==> src/rtl/seq_pkg.sv <==
// Shared definitions for the serial sequence link: state encoding, default
// sizing and the reference patterns used by the detector bench.
package seq_pkg;

  typedef enum logic [1:0] {
    ST_IDLE  = 2'd0,
    ST_SHIFT = 2'd1,
    ST_GAP   = 2'd2,
    ST_DONE  = 2'd3
  } state_t;

  localparam int unsigned DEF_WIDTH = 8;
  localparam int unsigned DEF_LEN_W = 4;
  localparam int unsigned DEF_REP_W = 4;
  localparam int unsigned DEF_GAP   = 2;

  localparam logic [3:0] PAT_1101 = 4'b1101;

endpackage

==> src/rtl/down_counter.sv <==
// Loadable down-counter that saturates at zero; load has priority over enable.
module down_counter #(
  parameter int unsigned W = 4
) (
  input  logic         clk,
  input  logic         rst,
  input  logic         load,
  input  logic         en,
  input  logic [W-1:0] value,
  output logic [W-1:0] count,
  output logic         zero
);

  always_ff @(posedge clk or posedge rst) begin
    if (rst) begin
      count <= '0;
    end else if (load) begin
      count <= value;
    end else if (en && (count != '0)) begin
      count <= count - W'(1);
    end
  end

  assign zero = (count == '0);

endmodule

==> src/rtl/seq_tx.sv <==
// Serial pattern transmitter: shifts a captured frame out MSB-first, repeats it
// reps+1 times with GAP idle cycles after each copy, then pulses done.
module seq_tx
  import seq_pkg::*;
#(
  parameter int unsigned WIDTH = DEF_WIDTH,
  parameter int unsigned LEN_W = DEF_LEN_W,
  parameter int unsigned REP_W = DEF_REP_W,
  parameter int unsigned GAP   = DEF_GAP
) (
  input  logic             clk,
  input  logic             rst,
  input  logic             start,
  input  logic [WIDTH-1:0] data,
  input  logic [LEN_W-1:0] len,
  input  logic [REP_W-1:0] reps,
  output logic             out,
  output logic             out_valid,
  output logic             busy,
  output logic             done
);

  localparam int unsigned GAP_W    = (GAP > 1) ? $clog2(GAP) : 1;
  localparam int unsigned GAP_LOAD = (GAP > 0) ? GAP - 1 : 0;

  state_t           state;
  logic [WIDTH-1:0] frame;
  logic [LEN_W-1:0] len_q;
  logic [LEN_W-1:0] len_clamp;
  logic [LEN_W-1:0] idx_val;
  logic [LEN_W-1:0] idx_count;
  logic [GAP_W-1:0] gap_count;
  logic [REP_W-1:0] rep_count;
  logic             idx_load, idx_en, idx_zero;
  logic             gap_load, gap_en, gap_zero;
  logic             rep_zero;
  logic             accept, frame_end, gap_end, reload, cur_bit;
  logic             unused_counts;

  // Counter controls are decoded from the current state so the counters and
  // the FSM advance on the same edge; the FSM only reads their zero flags.
  always_comb begin
    len_clamp = (len > LEN_W'(WIDTH)) ? LEN_W'(WIDTH) : len;
    accept    = (state == ST_IDLE) && start && (len != '0);
    frame_end = (state == ST_SHIFT) && idx_zero;
    gap_end   = (state == ST_GAP) && gap_zero;
    reload    = !rep_zero && ((frame_end && (GAP == 0)) || gap_end);
    idx_load  = accept || reload;
    idx_val   = accept ? (len_clamp - LEN_W'(1)) : (len_q - LEN_W'(1));
    idx_en    = (state == ST_SHIFT) && !idx_zero;
    gap_load  = frame_end;
    gap_en    = (state == ST_GAP) && !gap_zero;
    cur_bit   = |(frame & (WIDTH'(1) << idx_count));
  end

  down_counter #(.W(LEN_W)) u_idx (
    .clk   (clk),
    .rst   (rst),
    .load  (idx_load),
    .en    (idx_en),
    .value (idx_val),
    .count (idx_count),
    .zero  (idx_zero)
  );

  down_counter #(.W(GAP_W)) u_gap (
    .clk   (clk),
    .rst   (rst),
    .load  (gap_load),
    .en    (gap_en),
    .value (GAP_W'(GAP_LOAD)),
    .count (gap_count),
    .zero  (gap_zero)
  );

  down_counter #(.W(REP_W)) u_rep (
    .clk   (clk),
    .rst   (rst),
    .load  (accept),
    .en    (reload),
    .value (reps),
    .count (rep_count),
    .zero  (rep_zero)
  );

  assign unused_counts = ^{gap_count, rep_count};

  always_ff @(posedge clk or posedge rst) begin
    if (rst) begin
      state     <= ST_IDLE;
      frame     <= '0;
      len_q     <= '0;
      out       <= 1'b0;
      out_valid <= 1'b0;
      busy      <= 1'b0;
      done      <= 1'b0;
    end else begin
      done <= 1'b0;
      case (state)
        ST_IDLE: begin
          out       <= 1'b0;
          out_valid <= 1'b0;
          busy      <= 1'b0;
          if (accept) begin
            frame <= data;
            len_q <= len_clamp;
            state <= ST_SHIFT;
          end
        end
        ST_SHIFT: begin
          out       <= cur_bit;
          out_valid <= 1'b1;
          busy      <= 1'b1;
          if (idx_zero) begin
            if (GAP > 0)       state <= ST_GAP;
            else if (rep_zero) state <= ST_DONE;
          end
        end
        ST_GAP: begin
          out       <= 1'b0;
          out_valid <= 1'b0;
          busy      <= 1'b1;
          if (gap_zero) state <= rep_zero ? ST_DONE : ST_SHIFT;
        end
        ST_DONE: begin
          out       <= 1'b0;
          out_valid <= 1'b0;
          busy      <= 1'b0;
          done      <= 1'b1;
          state     <= ST_IDLE;
        end
      endcase
    end
  end

endmodule

==> config.mk <==
export PLATFORM = sky130hd
export DESIGN_NAME = seq_tx
export DESIGN_NICKNAME = d
export VERILOG_FILES = /design/src/rtl/seq_pkg.sv /design/src/rtl/down_counter.sv /design/src/rtl/seq_tx.sv
export SDC_FILE = /design/constraint.sdc
export NUM_CORES = 1
export LEC_CHECK = 0
export ABC_CLOCK_PERIOD_IN_PS = 2470
export CORE_MARGIN = 3
export CORE_UTILIZATION = 56
export DETAILED_ROUTE_END_ITERATION = 10
export DONT_BUFFER_PORTS = 1
export GPL_ROUTABILITY_DRIVEN = 0
export PLACE_DENSITY_LB_ADDON = 0.05
export SETUP_SLACK_MARGIN = 0.5
export SLEW_MARGIN = 40
export SYNTH_ARGS = -nofsm -noshare
export SYNTH_HDL_FRONTEND = slang
export SYNTH_SLANG_ARGS = --single-unit
==> constraint.sdc <==
create_clock -name clk -period 2.47 [get_ports clk]
set_input_delay 0.494 -clock clk [delete_from_list [all_inputs] [get_ports clk]]
set_output_delay 0.494 -clock clk [all_outputs]
set_load 0.1 [all_outputs]
==> impl_results.md <==
- Status: complete, but fails checks
- Failing checks: design-rule violations
- DR vias: 1,180
- Ys async rst share: 100.0%
- Initial antenna violation count: 0
- Fill cells: 152
- TritonCTS clock tree: built
- Fraction of layout cells with a size suffix above 1: 32.12%
- Required time worst endpoint: 2.73 ns
- Vias in the first global route: 1,144
- Dpl cells: 173
- Insertion delay to the later sink of the worst-skew pair: 0.33 ns
- Pint: 1.467 mW
- Worst Hold Class: input pin to asynchronous set/reset pin
- Synth cell types: 38
- Worst Setup Start Kind: flop
- Die W: 56.20 um
- Largest net degree at the start of global routing: 16
- Clock Sinks: 27
- Slew HR: 41.24%
- Critical path capture point type: flop
- Area Growth Syn to Fin: 23.76%
- Drt first pass iters: 8
- Total power: 2.687 mW
- Clk network pwr share: 7.3%
- Mapped Area: 0.001411 mm^2
- Synth top area share: 47.87%
- FP Rows: 17
- Setup ws final: 0.3454 ns
- Fmax: 470.7 MHz
- CORE AREA: 0.002297 mm^2
- M1 GR Usage: 28.08%
- Minimum clock period: 2.125 ns
- Drt total wl: 3548 um
- Cell with the most instances after synthesis: nand2_1
- Clock-pin slew on the worst setup and hold paths: 0.15 ns
- CTS buffer count: 3
- Maxcap violations: 0
- #FFs+latches synth: 27
- Mean Syn Cell Area: 9.801 um^2
- P_sw: 1.220 mW
- Avg Vias per Cell: 6.114
- Fin cells: 193
- First-pass GRT wire length: 5547 um
- WHS: 0.08160 ns
- GR Overflow Total: 0
- Sw Share: 45.39%
- Chip height: 56.20 um
- Synth area leader: dfrtp_1
- Flop pwr share: 33.5%
- RSZ-0062 raised after global routing: true
- Final setup violation count: 0
- Root buffer cell: clkbuf_4
- Leakage power: 0.8096 nW
- Ant. Diodes: 0
- Die Area: 0.003158 mm^2
- Worst-path fanout max: 5
- Synth cell count leaders: 39 x nand2_1, 27 x dfrtp_1, 9 x inv_1
- Synth Flop Type: dfrtp_1
- Part of the power in combinational logic: 59.2%
- Most Crowded Layer GR: met2
- Arrival time worst endpoint: 2.38 ns
- Clk_skew: 0.004957 ns
- Worst-Margin Slew: 0.8820 ns
- Area post-placement: 0.001485 mm^2
- Clock buffer depth: 2
- DRT iter0 DRCs: 37
- Pre-CTS setup slack: 0.2554 ns
- Met2 usage: 39.90%
- IO Port Bufs: 0
- Maximum vdd drop: 0.0009614 V
- Register Area: 676.9 um^2
- DRC Markers: 2
- Multi-input gate area: 804.5 um^2
- Final Cycle Share: 86.02%
- Yosys warnings: 0
- Sequential fraction of the synthesis area: 47.87%
- CTS Hold Bufs: 0
- Post-synth EDFFs: 0
- Wirelength per Cell: 18.38 um
- Grt met3 use: 2.320%
- CP Class: flop to flop
- Nets: 192
- Top cells by area, synth: dfrtp_1 48%, nand2_1 10%, ha_1 6.2%
- Total Routing Usage GR: 22.69%
- Post-DP HPWL: 2201 um
- Syn nets: 170
- Pwr dens: 1538 mW/mm^2
- IO Count: 23
- Final Cell Area: 0.001747 mm^2
- Post-route ant nets: 0
- Final core utilization: 76.03%
- Final Hold Fails: 0
- Post-synthesis cell count: 144
- H-tree levels: 1
- Pins Over Slew Limit: 0
- Final setup TNS: 0 ns
- Effective utilization at floorplan: 61.44%
-- state kept, by name, summed over array words and instances (netlist names) --
register / cells
state: 2
out: 1
len_q: 4
busy: 1
out_valid: 1
frame: 8
u_rep.count: 4
done: 1
u_idx.count: 4
u_gap.count: 1
-- cells by family after synthesis --
kind of cell | Yosys count | share of synthesized area [%]
xor+xnor | 4 | 2.483
flops | 27 | 47.87
fa+ha+maj | 7 | 6.205
simple gates | 64 | 22.25
buf+inv | 14 | 4.343
mux | 4 | 4.787
compound gates | 24 | 12.06
-- cells in the final DEF (no fill, tap or decap), types with 2 or more instances in the layout --
cell type	instances
a21oi_1	6
nand4_1	2
inv_1	7
ha_1	4
clkbuf_4	3
xnor2_1	3
a31oi_1	3
o32a_1	3
ha_4	3
mux4_2	2
mux2_2	2
dfrtp_1	26
nor2_1	5
inv_2	2
nand2_1	38
buf_4	21
o21ai_0	2
-- critical path, cell delays in order, from the launching register on --
cell     delay [ns]
dfrtp_1        0.42
inv_2          0.09
ha_4           0.14
nor3b_4        0.34
nor2_4         0.07
o32a_1         0.32
or4_4          0.48
a31oi_1        0.19
-- per-layer routing --
layer  vias up  part of all wire, %
met5         -                    0
li1        538                    -
met2        43                   50
met3        15                  4.1
met4         0                  4.1
met1       584                   42
-- worst paths after layout --
kind | slack [ns] | from | endpoint | depth (start not counted)
worst max-delay path | 0.35 | u_rep.count[1] | u_idx.count[3] | 7
worst min-delay path | 0.08 | rst | frame[0] | 1
worst max register to register | 0.35 | u_rep.count[1] | u_idx.count[3] | 7
worst min register to register | 0.49 | frame[6] | frame[6] | 2
max in group asynchronous | 1.79 | rst | u_rep.count[3] | 2
min in group clk | 0.25 | data[3] | frame[3] | 2
-- layout make-up --
type,instances,area share [%]
multi-input combinational,103,46.06
sequential,27,38.75
timing repair buffer,22,9.670
tap,28,2.006
inverter,9,1.934
clock buffer,3,1.289
clock inverter,1,0.2865
-- power groups by stage --
| stage | logic [mW] | clock network, mW | registers [mW] |
|---|---|---|---|
| global route | 1.73 | 0.210 | 0.927 |
| finish | 1.59 | 0.197 | 0.900 |
| global placement | 1.07 | 0 | 0.898 |
| detailed placement | 1.11 | 0 | 0.912 |
| CTS | 1.36 | 0.193 | 0.890 |
| floorplan | 0.799 | 0 | 0.973 |
-- repair_timing --
item	4_1_cts	5_1_grt
setup endpoints to repair	6	6
gates cloned	0	0
buffers inserted	10	6
pin swaps	6	8
resized for setup	14	11
(Power assumes the default switching activity.)
